File: src/rtl/logic_eval_pipe.sv
// rtl/logic_eval_pipe.sv - two-stage valid/ready X/Y lane evaluator with saturating lane-hit counters
// Stage 1 holds operands, stage 2 holds results; counters add lanes set in each consumed result.
module logic_eval_pipe #(
  parameter int WIDTH       = 8,
  parameter int COUNT_WIDTH = 16
) (
  input  logic                   clock,
  input  logic                   reset,
  input  logic                   in_valid,
  output logic                   in_ready,
  input  logic [WIDTH-1:0]       A,
  input  logic [WIDTH-1:0]       B,
  input  logic [WIDTH-1:0]       C,
  input  logic [WIDTH-1:0]       D,
  output logic                   out_valid,
  input  logic                   out_ready,
  output logic [WIDTH-1:0]       X,
  output logic [WIDTH-1:0]       Y,
  input  logic                   clear,
  output logic [COUNT_WIDTH-1:0] x_count,
  output logic [COUNT_WIDTH-1:0] y_count
);

  localparam int PW = $clog2(WIDTH + 1);
  localparam int SW = COUNT_WIDTH + PW + 1;

  function automatic logic [PW-1:0] popcount(input logic [WIDTH-1:0] v);
    logic [PW-1:0] n;
    n = '0;
    for (int i = 0; i < WIDTH; i++) n = n + PW'(v[i]);
    return n;
  endfunction

  // Wide sum so any carry out of COUNT_WIDTH is seen and pinned to all-ones.
  function automatic logic [COUNT_WIDTH-1:0] sat_add(input logic [COUNT_WIDTH-1:0] cnt,
                                                     input logic [PW-1:0] inc);
    logic [SW-1:0] sum;
    sum = SW'(cnt) + SW'(inc);
    if (sum[SW-1:COUNT_WIDTH] != '0) return '1;
    return sum[COUNT_WIDTH-1:0];
  endfunction

  logic                   s1_valid_q, s1_valid_d;
  logic [WIDTH-1:0]       a_q, a_d, b_q, b_d, c_q, c_d, d_q, d_d;
  logic                   out_valid_q, out_valid_d;
  logic [WIDTH-1:0]       x_q, x_d, y_q, y_d;
  logic [COUNT_WIDTH-1:0] x_count_q, x_count_d, y_count_q, y_count_d;
  logic                   s2_load, accept, consume;

  always_comb begin
    s2_load     = s1_valid_q & (~out_valid_q | out_ready);
    in_ready    = ~s1_valid_q | s2_load;
    accept      = in_valid & in_ready;
    consume     = out_valid_q & out_ready;

    s1_valid_d  = s1_valid_q;
    a_d         = a_q;
    b_d         = b_q;
    c_d         = c_q;
    d_d         = d_q;
    out_valid_d = out_valid_q;
    x_d         = x_q;
    y_d         = y_q;
    x_count_d   = x_count_q;
    y_count_d   = y_count_q;

    if (accept) begin
      s1_valid_d = 1'b1;
      a_d        = A;
      b_d        = B;
      c_d        = C;
      d_d        = D;
    end else if (s2_load) begin
      s1_valid_d = 1'b0;
    end

    if (s2_load) begin
      out_valid_d = 1'b1;
      x_d         = a_q & (~b_q | c_q);
      y_d         = (~b_q & c_q) | (~(a_q & d_q) & (b_q | c_q));
    end else if (consume) begin
      out_valid_d = 1'b0;
    end

    if (clear) begin
      x_count_d = '0;
      y_count_d = '0;
    end else if (consume) begin
      x_count_d = sat_add(x_count_q, popcount(x_q));
      y_count_d = sat_add(y_count_q, popcount(y_q));
    end
  end

  always_ff @(posedge clock or posedge reset) begin
    if (reset) begin
      s1_valid_q  <= 1'b0;
      a_q         <= '0;
      b_q         <= '0;
      c_q         <= '0;
      d_q         <= '0;
      out_valid_q <= 1'b0;
      x_q         <= '0;
      y_q         <= '0;
      x_count_q   <= '0;
      y_count_q   <= '0;
    end else begin
      s1_valid_q  <= s1_valid_d;
      a_q         <= a_d;
      b_q         <= b_d;
      c_q         <= c_d;
      d_q         <= d_d;
      out_valid_q <= out_valid_d;
      x_q         <= x_d;
      y_q         <= y_d;
      x_count_q   <= x_count_d;
      y_count_q   <= y_count_d;
    end
  end

  assign out_valid = out_valid_q;
  assign X         = x_q;
  assign Y         = y_q;
  assign x_count   = x_count_q;
  assign y_count   = y_count_q;

endmodule

File: config.mk
export PLATFORM = sky130hd
export DESIGN_NAME = logic_eval_pipe
export DESIGN_NICKNAME = d
export VERILOG_FILES = /design/src/rtl/logic_eval_pipe.sv
export SDC_FILE = /design/constraint.sdc
export NUM_CORES = 1
export LEC_CHECK = 0
export CORE_AREA = 2 2 89 91
export CTS_BUF_LIST = sky130_fd_sc_hd__clkbuf_4 sky130_fd_sc_hd__clkbuf_8
export CTS_CLUSTER_DIAMETER = 50
export CTS_CLUSTER_SIZE = 20
export DETAILED_ROUTE_END_ITERATION = 8
export DIE_AREA = 0 0 91 93
export HOLD_SLACK_MARGIN = 0.03
export PLACE_DENSITY = 0.86
export SETUP_SLACK_MARGIN = 0.5
export SLEW_MARGIN = 15
export SYNTH_ARGS = -nofsm -noshare
export SYNTH_HDL_FRONTEND = slang
export SYNTH_SLANG_ARGS = --single-unit
File: constraint.sdc
create_clock -name clock -period 6.12 [get_ports clock]
set_input_delay 1.224 -clock clock [delete_from_list [all_inputs] [get_ports clock]]
set_output_delay 1.224 -clock clock [all_outputs]
set_load 0.01 [all_outputs]
# Word-level counts from Yosys, hierarchy flattened
# Cells that the tools add are included.
# word_totals
reg_bits	82
input_bits	37
out_inout_bits	50
word_cells	65
# classes
n_addsub	16
muxes	18
bitwise	16
n_reduce_logical	5
# ops
operator	n
$mux W16	8
$add A16 B4 Y17	2
$add A4 B1 Y4	8
$and A8 B8 Y8	4
$or A8 B8 Y8	3
$not A8 Y8	2
$mux W1	10
$reduce_bool A5 Y1	2
$add A3 B1 Y4	2
$add A2 B1 Y3	2
$reduce_bool A2 Y1	3
$add A1 B1 Y2	2
$and A1 B1 Y1	3
$not A1 Y1	2
$or A1 B1 Y1	2

# Depth between registers and ports, before layout
# Gate-level depths: netlist (run 1).
# logic_depth
word_depth	15
ltp_mapped	13
ltp_nobuf	12

# Worst setup path after synthesis (run 1)
# No wires, ideal clock.
# synth_timing
path_type	flip-flop to flip-flop
startpoint	register x_q[0], in the netlist X[0]
endpoint	register x_count_q[0], in the netlist x_count[0]
setup_time_ns	0.096
t_arrival_ns	3.511
t_required_ns	6.024
setup_slack_ns	2.513
stages_incl_launch_ff	13
path_buffers	1
period_less_slack_ns	3.607
cell_sequence	dfrtp_1 > fa_1 > inv_1 > fa_1 > fa_1 > fa_1 > inv_1 > fa_1 > a21o_1 > a21oi_1 > or3_1 > buf_6 > a311oi_2
# synth_between
elab_chain_len	15
# synth_lines
item	line_no	text
start, declared	46	logic [WIDTH-1:0] x_q, x_d, y_q, y_d;
start signal, assigned	102	x_q <= '0;
start signal, assigned	113	x_q <= x_d;
$add A1 B1 Y2 *	30	for (int i = 0; i < WIDTH; i++) n = n + PW'(v[i]);
$add A2 B1 Y3 *	30	
$add A3 B1 Y4 *	30	
$add A4 B1 Y4 * (4 in a row)	30	
$add A16 B4 Y17 *	38	sum = SW'(cnt) + SW'(inc);
$reduce_bool A5 Y1	39	if (sum[SW-1:COUNT_WIDTH] != '0) return '1;
$mux W1	39	
$mux W1	88	end else if (consume) begin
$mux W1	85	if (clear) begin
$mux W16 *	40	return sum[COUNT_WIDTH-1:0];
$mux W16 *	88	
$mux W16 *	85	
end signal, assigned	115	x_count_q <= x_count_d;
end, declared	47	logic [COUNT_WIDTH-1:0] x_count_q, x_count_d, y_count_q, y_count_d;
# Mark *: on every way between the ends. The rest lies on a longest branch, timed or not. The select of a mux whose other input is x is not followed.
# A chain may end at the register's enable or synchronous reset.

# Worst setup path after layout (run 1)
# layout_timing
startpoint	register x_q[0], in the netlist X[0]
endpoint	register x_count_q[7], in the netlist x_count[7]
# Same word-level chain as after synthesis.

==> qor.yml, run 1 <==
status: "completed"
die_w_um: 91
ir_worst_vdd_mv: 0.197
grtUsageMet3_pct: 5.56
die_area_um2: 8460
synthSimpleGateAreaFrac_pct: 14.4
post_cts_buffers: 0
postCtsResizedCells: 0
fmax_ghz: 0.253
wl_um: 9330
synth_area_leaders: "dfrtp_1, mux2_2, o21ai_0"
ys_top_cells_by_count: "dfrtp_1, o21ai_0, inv_1, mux2_2, nand2_1"
multiInputGateArea_um2: 1960
synth.top_cell.area_share_pct: 49.0
hold_viol: 0
coreArea_um2: 7530
final_antenna_net_count: 0
critPathLaunchType: "flip-flop"
critPathRequiredTime_ps: 6320
hold_path_startpoint: "d_q[7]"
maxSlewHeadroom_pct: 33.0
synth_top_family_by_area: "simple AND/OR/NAND/NOR gates"
rsz0062_at_grt: "no"
yosys_warnings: 0
synth-edff-count: 0
reg2regPathDepth: 11
synth_xor_area_share_pct: 1.05
r2r_slack_ps: 2170
wl_per_cell_um: 15.8
ctsHoldBuffers: 0
grt_max_degree: 83
drt_iter0_drc: 100
async_flop_share_pct: 100
cts.clk_slew.worst_paths_ps: 90
p_leak_uw: 0.00228
antenna_cells: 0
rows: 32
hpwl_um: 6810
min_to: "d_q[7]"
layout.cells.non_filler: 589
synthAdderAreaFrac_pct: 8.37
period_minus_slack_ps: 3950
rr_endpoint: "x_count[7]"
yosysTopAreaCell: "dfrtp_1"
htree_levels: 3
yosysSeqAreaShare_pct: 49.0
ys_ff_latch: 82
cp.arrival_ps: 4150
layout-drive-gt1-share_pct: 11.7
cts_tree: "done"
num_io_pins: 87
setup_violations: 0
grtUsageTotal_pct: 23.4
setup_ws_ps: 2170
initial_core_util_pct: 55.6
n_fill_cell: 602
maxSlewViolCount: 0
cts_root_buffer: "clkbuf_8"
nets: 542
min_path_cells: 1
setup_tns_ps: 0
met1_usage_pct: 28.9
clk_latency_ps: 360
p_per_area_nw_per_um2: 347
use_met2_pct: 40.1
crit_type: "reg2reg"
cp-startpoint: "X[0]"
dpl.cell_count: 574
max_slew.worst_pin.slew_ps: 1000
pre_cts_ws_ps: 2200
via_per_inst: 5.64
rr_startpoint: "X[0]"
port_buffers: 86
cts_max_path_buffers: 2
yosysMostFrequentCell: "dfrtp_1"
avgSynthCellArea_um2: 10.5
min_path_type: "reg2reg"
antenna_found_initial: 0
remaining_drc_errors: 0
endpoint_kind: "flip-flop"
grt_pass1_wl_um: 15800
gp_congestion: 0.863
crit_path_max_fanout: 6
fin_crit_sh_pct: 64.5
dr_total_vias: 3324
syn_area_um2: 4190
synthMuxAreaShare_pct: 8.85
area_growth_pct: 27.6
overflow: 0
clkSinkCount: 82
grt_pass1_vias: 3310
drv_cap: 0
seq_area_um2: 2050
netlist_instances: 399
dr.pass1.iters: 4
synth_compound_area_share_pct: 14.0
die_h_um: 93
ys.flop_type: "dfrtp_1"
skew_ps: 9.47
ys_types: 47
syn-num-nets: 458
cts_buffers: 9
busiest_layer: "met2"
[metal layers]
layer | vias up | part of all wire (%) | routed length [µm]
met3 | 15 | 6.3 | 589
met4 | 0 | 1.6 | 152
li1 | 1593 | - | -
met2 | 100 | 51 | 4760
met5 | - | 0 | 0
met1 | 1616 | 41 | 3830
[report_power, final]
group | total [µW] | internal [µW] | switching (µW)
clock | 429 | 229 | 201
combinational | 732 | 365 | 368
sequential | 690 | 619 | 70.8
[final cells by class]
type / count / share of cell area (%)
Sequential cell: 82 / 38.4
Multi-Input combinational cell: 271 / 36.6
Timing Repair Buffer: 87 / 16.3
Tap cell: 102 / 2.39
Clock buffer: 9 / 2.32
Inverter: 32 / 2.27
Clock inverter: 6 / 1.73
[sequential cells by signal, summed over array words and instances, names as in the netlist, 8 cells and up]
signal	cells
a_q	8
d_q	8
b_q	8
y_count	16
Y	8
X	8
x_count	16
c_q	8
[cells by family after synthesis]
kind of cell,Yosys count
AOI/OAI and AO/OA,97
muxes,33
DFF,82
xor gates and xnor gates,5
and+or+nand+nor,114
adders and majority gates,22
buffers and inverters,46
[critical path: stages, from the launching register on]
cell      delay, ps
dfrtp_1         430
fa_1            540
inv_1            50
fa_1            470
fa_1            540
fa_1            210
inv_1            60
fa_1            430
a21o_1          210
a21oi_1         340
or3_1           360
a311oi_2        160
[worst max-delay path by stage]
stage | end | slack [ps]
floorplan | x_count[0] | 2510
global placement | x_count[0] | 2420
detailed placement | x_count[0] | 2200
CTS | x_count[7] | 2170
global route | y_count[10] | 1990
finish | x_count[7] | 2170
[placed cells by master, fill, tap and decap left out, types with 2 or more instances in the layout]
master and count:
inv_1 31, and4_1 4, ha_1 12, nor2b_1 3, nor2_1 18, a311oi_1 2, bufinv_16 2, nor3_1 19
clkbuf_8 9, a311oi_2 2, fa_1 10, a21o_1 2, and4b_1 2, a31oi_1 9, nor4_1 2, clkinv_4 2
mux2_2 32, a21oi_1 19, and3_1 7, dfrtp_1 82, and2_1 4, clkinvlp_4 2, a2111oi_1 2, a211oi_1 5
o21ai_0 46, nand2b_1 4, clkdlybuf4s50_1 86, nand3_1 14, a211o_1 2, xnor2_1 4, nand2_1 28
[per-stage QoR]
stage | hold slack, ps | util [%] | power (µW) | area (µm²)
5_1_grt | 541 | 71.0 | 1980 | 5340
4_1_cts | 517 | 70.9 | 1870 | 5340
6_report | 518 | 71.0 | 1850 | 5340
3_3_place_gp | 479 | 68.1 | 1380 | 5120
2_1_floorplan | 457 | - | 1160 | 4190
3_5_place_dp | 496 | 68.1 | 1440 | 5120
Note: power is estimated with default switching activity, not from simulation.
==> run 2, diff against run 1 <==
- CORE_AREA: 2 2 89 91 -> 2 2 97 99
- DIE_AREA: 0 0 91 93 -> 0 0 99 101
- PLACE_DENSITY: 0.86 -> 0.77
- clock period: 6.12 -> 3.5 ns (I/O delays scaled with it)
==> qor.yml, run 2 (synthesis gave the netlist of run 1 again) <==
grt_max_degree: 57
clkPwrFrac_pct: 18.5
max_slew.worst_pin.slew_ps: 964
min_path_type: "reg2reg"
clk_latency_ps: 360
via_per_inst: 5.48
antenna_found_initial: 0
dr_total_vias: 3417
gp_congestion: 0.874
crit_type: "reg2reg"
final_antenna_net_count: 0
cts_tree: "done"
coreArea_um2: 8980
setup_ws_ps: -113
hold_viol: 0
wl_um: 9820
violations: "setup timing"
cts_root_buffer: "clkbuf_8"
r2r_slack_ps: -110
hpwl_um: 7090
p_leak_uw: 0.00242
reg2regPathDepth: 12
critPathRequiredTime_ps: 3770
p_int_uw: 2240
pwr-share-comb_pct: 47.4
nets: 567
rsz0062_at_grt: "yes"
period_minus_slack_ps: 3610
fin_crit_sh_pct: 103
maxSlewHeadroom_pct: 35.7
min_path_cells: 1
num_io_pins: 87
drv_cap: 0
crit_path_max_fanout: 4
p_per_area_nw_per_um2: 609
endpoint_kind: "flip-flop"
rr_endpoint: "x_count[4]"
remaining_drc_errors: 0
mostFrequentLayoutCells: "clkdlybuf4s50_1, dfrtp_1, o21ai_0, mux2_2, nand2_1"
dpl.cell_count: 599
layout-drive-gt1-share_pct: 23.4
setup_tns_ps: -1290
rows: 35
initial_core_util_pct: 46.6
status: "complete, but fails checks"
cts_max_path_buffers: 2
final_common_cell: "clkdlybuf4s50_1"
rr_startpoint: "X[3]"
area_growth_pct: 37.5
die_h_um: 101
grtUsageTotal_pct: 20.0
htree_levels: 3
overflow: 0
layout.cells.non_filler: 624
die_w_um: 99
wl_per_cell_um: 15.7
setup_violations: 21
cts_buffers: 9
skew_ps: 9.10
dr.pass1.iters: 4
fmax_ghz: 0.277
seq_power_share_pct: 34.1
hold_path_startpoint: "s1_valid_q"
switching_share_pct: 36.1
min_to: "out_valid"
grt_pass1_vias: 3385
ir_worst_vdd_mv: 0.359
n_fill_cell: 704
die_area_um2: 10000
cts.clk_slew.worst_paths_ps: 90
antenna_cells: 0
cp.arrival_ps: 3890
port_buffers: 86
grt_pass1_wl_um: 16000
critPathLaunchType: "flip-flop"
maxSlewViolCount: 0
clkSinkCount: 82
drt_iter0_drc: 77
p_sw_uw: 1270
[run 2: cell count changes in the layout (fill, tap and decap cells not counted), moves of 4 or more]
cell     before  now
nor3_1       19   12
fa_2          0    4
a21oi_1      19   15
nor3_2        1    5
fa_1         10    6
buf_6         0    5
o21ai_0      46   42
buf_4         1   21
[run 2: worst max path at each step]
stage	start	end	depth (start not counted)
detailed placement	X[3]	x_count[6]	12
finish	X[3]	x_count[4]	12
floorplan	X[3]	x_count[0]	12
global route	X[3]	x_count[6]	12
CTS	X[3]	x_count[4]	11
global placement	X[3]	x_count[0]	11
[run 2: power by group through the flow]
stage / sequential (µW) / combinational, µW / clock [µW]
2_1_floorplan: 1230 / 857 / 0
3_3_place_gp: 1210 / 1340 / 0
3_5_place_dp: 1210 / 1420 / 0
4_1_cts: 1190 / 1500 / 661
5_1_grt: 1220 / 1820 / 711
6_report: 1190 / 1660 / 650
[run 2: layout make-up]
cell class / count / area, µm² / area share [%]
timing repair buffer: 112 / 1070 / 18.7
tap: 111 / 139 / 2.41
multi-input combinational: 271 / 2180 / 37.9
clock inverter: 6 / 50.0 / 0.870
clock buffer: 10 / 138 / 2.39
inverter: 32 / 121 / 2.11
sequential: 82 / 2050 / 35.7
[run 2: through the flow]
stage          cell area, µm²  util, %  total power, µW  setup WS [ps]  hold WS, ps
3_3_place_gp             5280     58.8             2540          -99.2          472
3_5_place_dp             5280     58.8             2630           -238          487
4_1_cts                  5600     62.4             3350           -115          508
5_1_grt                  5750     64.1             3740           -290          522
2_1_floorplan            4220        -             2080          -82.9          457
6_report                 5750     64.1             3500           -113          506
[run 2: worst max-delay path, stage by stage (launching register included)]
cell and delay (ps):
dfrtp_1 410, fa_1 530, inv_1 40, fa_1 460, fa_1 550, fa_2 220, inv_2 40, fa_2 350
a211o_1 280, o211ai_1 220, buf_4 200, nor2_2 50, a211oi_2 180
[run 2: routing by layer]
metal / global-route usage (%) / part of all wire (%) / vias to the layer above
li1: - / - / 1639
met1: 25.0 / 43 / 1655
met2: 33.0 / 48 / 109
met3: 6.93 / 7.8 / 14
met4: 5.69 / 1.4 / 0
met5: 0 / 0 / -
[run 2: timing repair]
action	in CTS	in global routing
endpoints found under the setup margin	32	32
hold buffers	0	0
resized for setup	25	23
endpoints found under the hold margin	0	0
buffers inserted	4	5
pin swaps	20	16
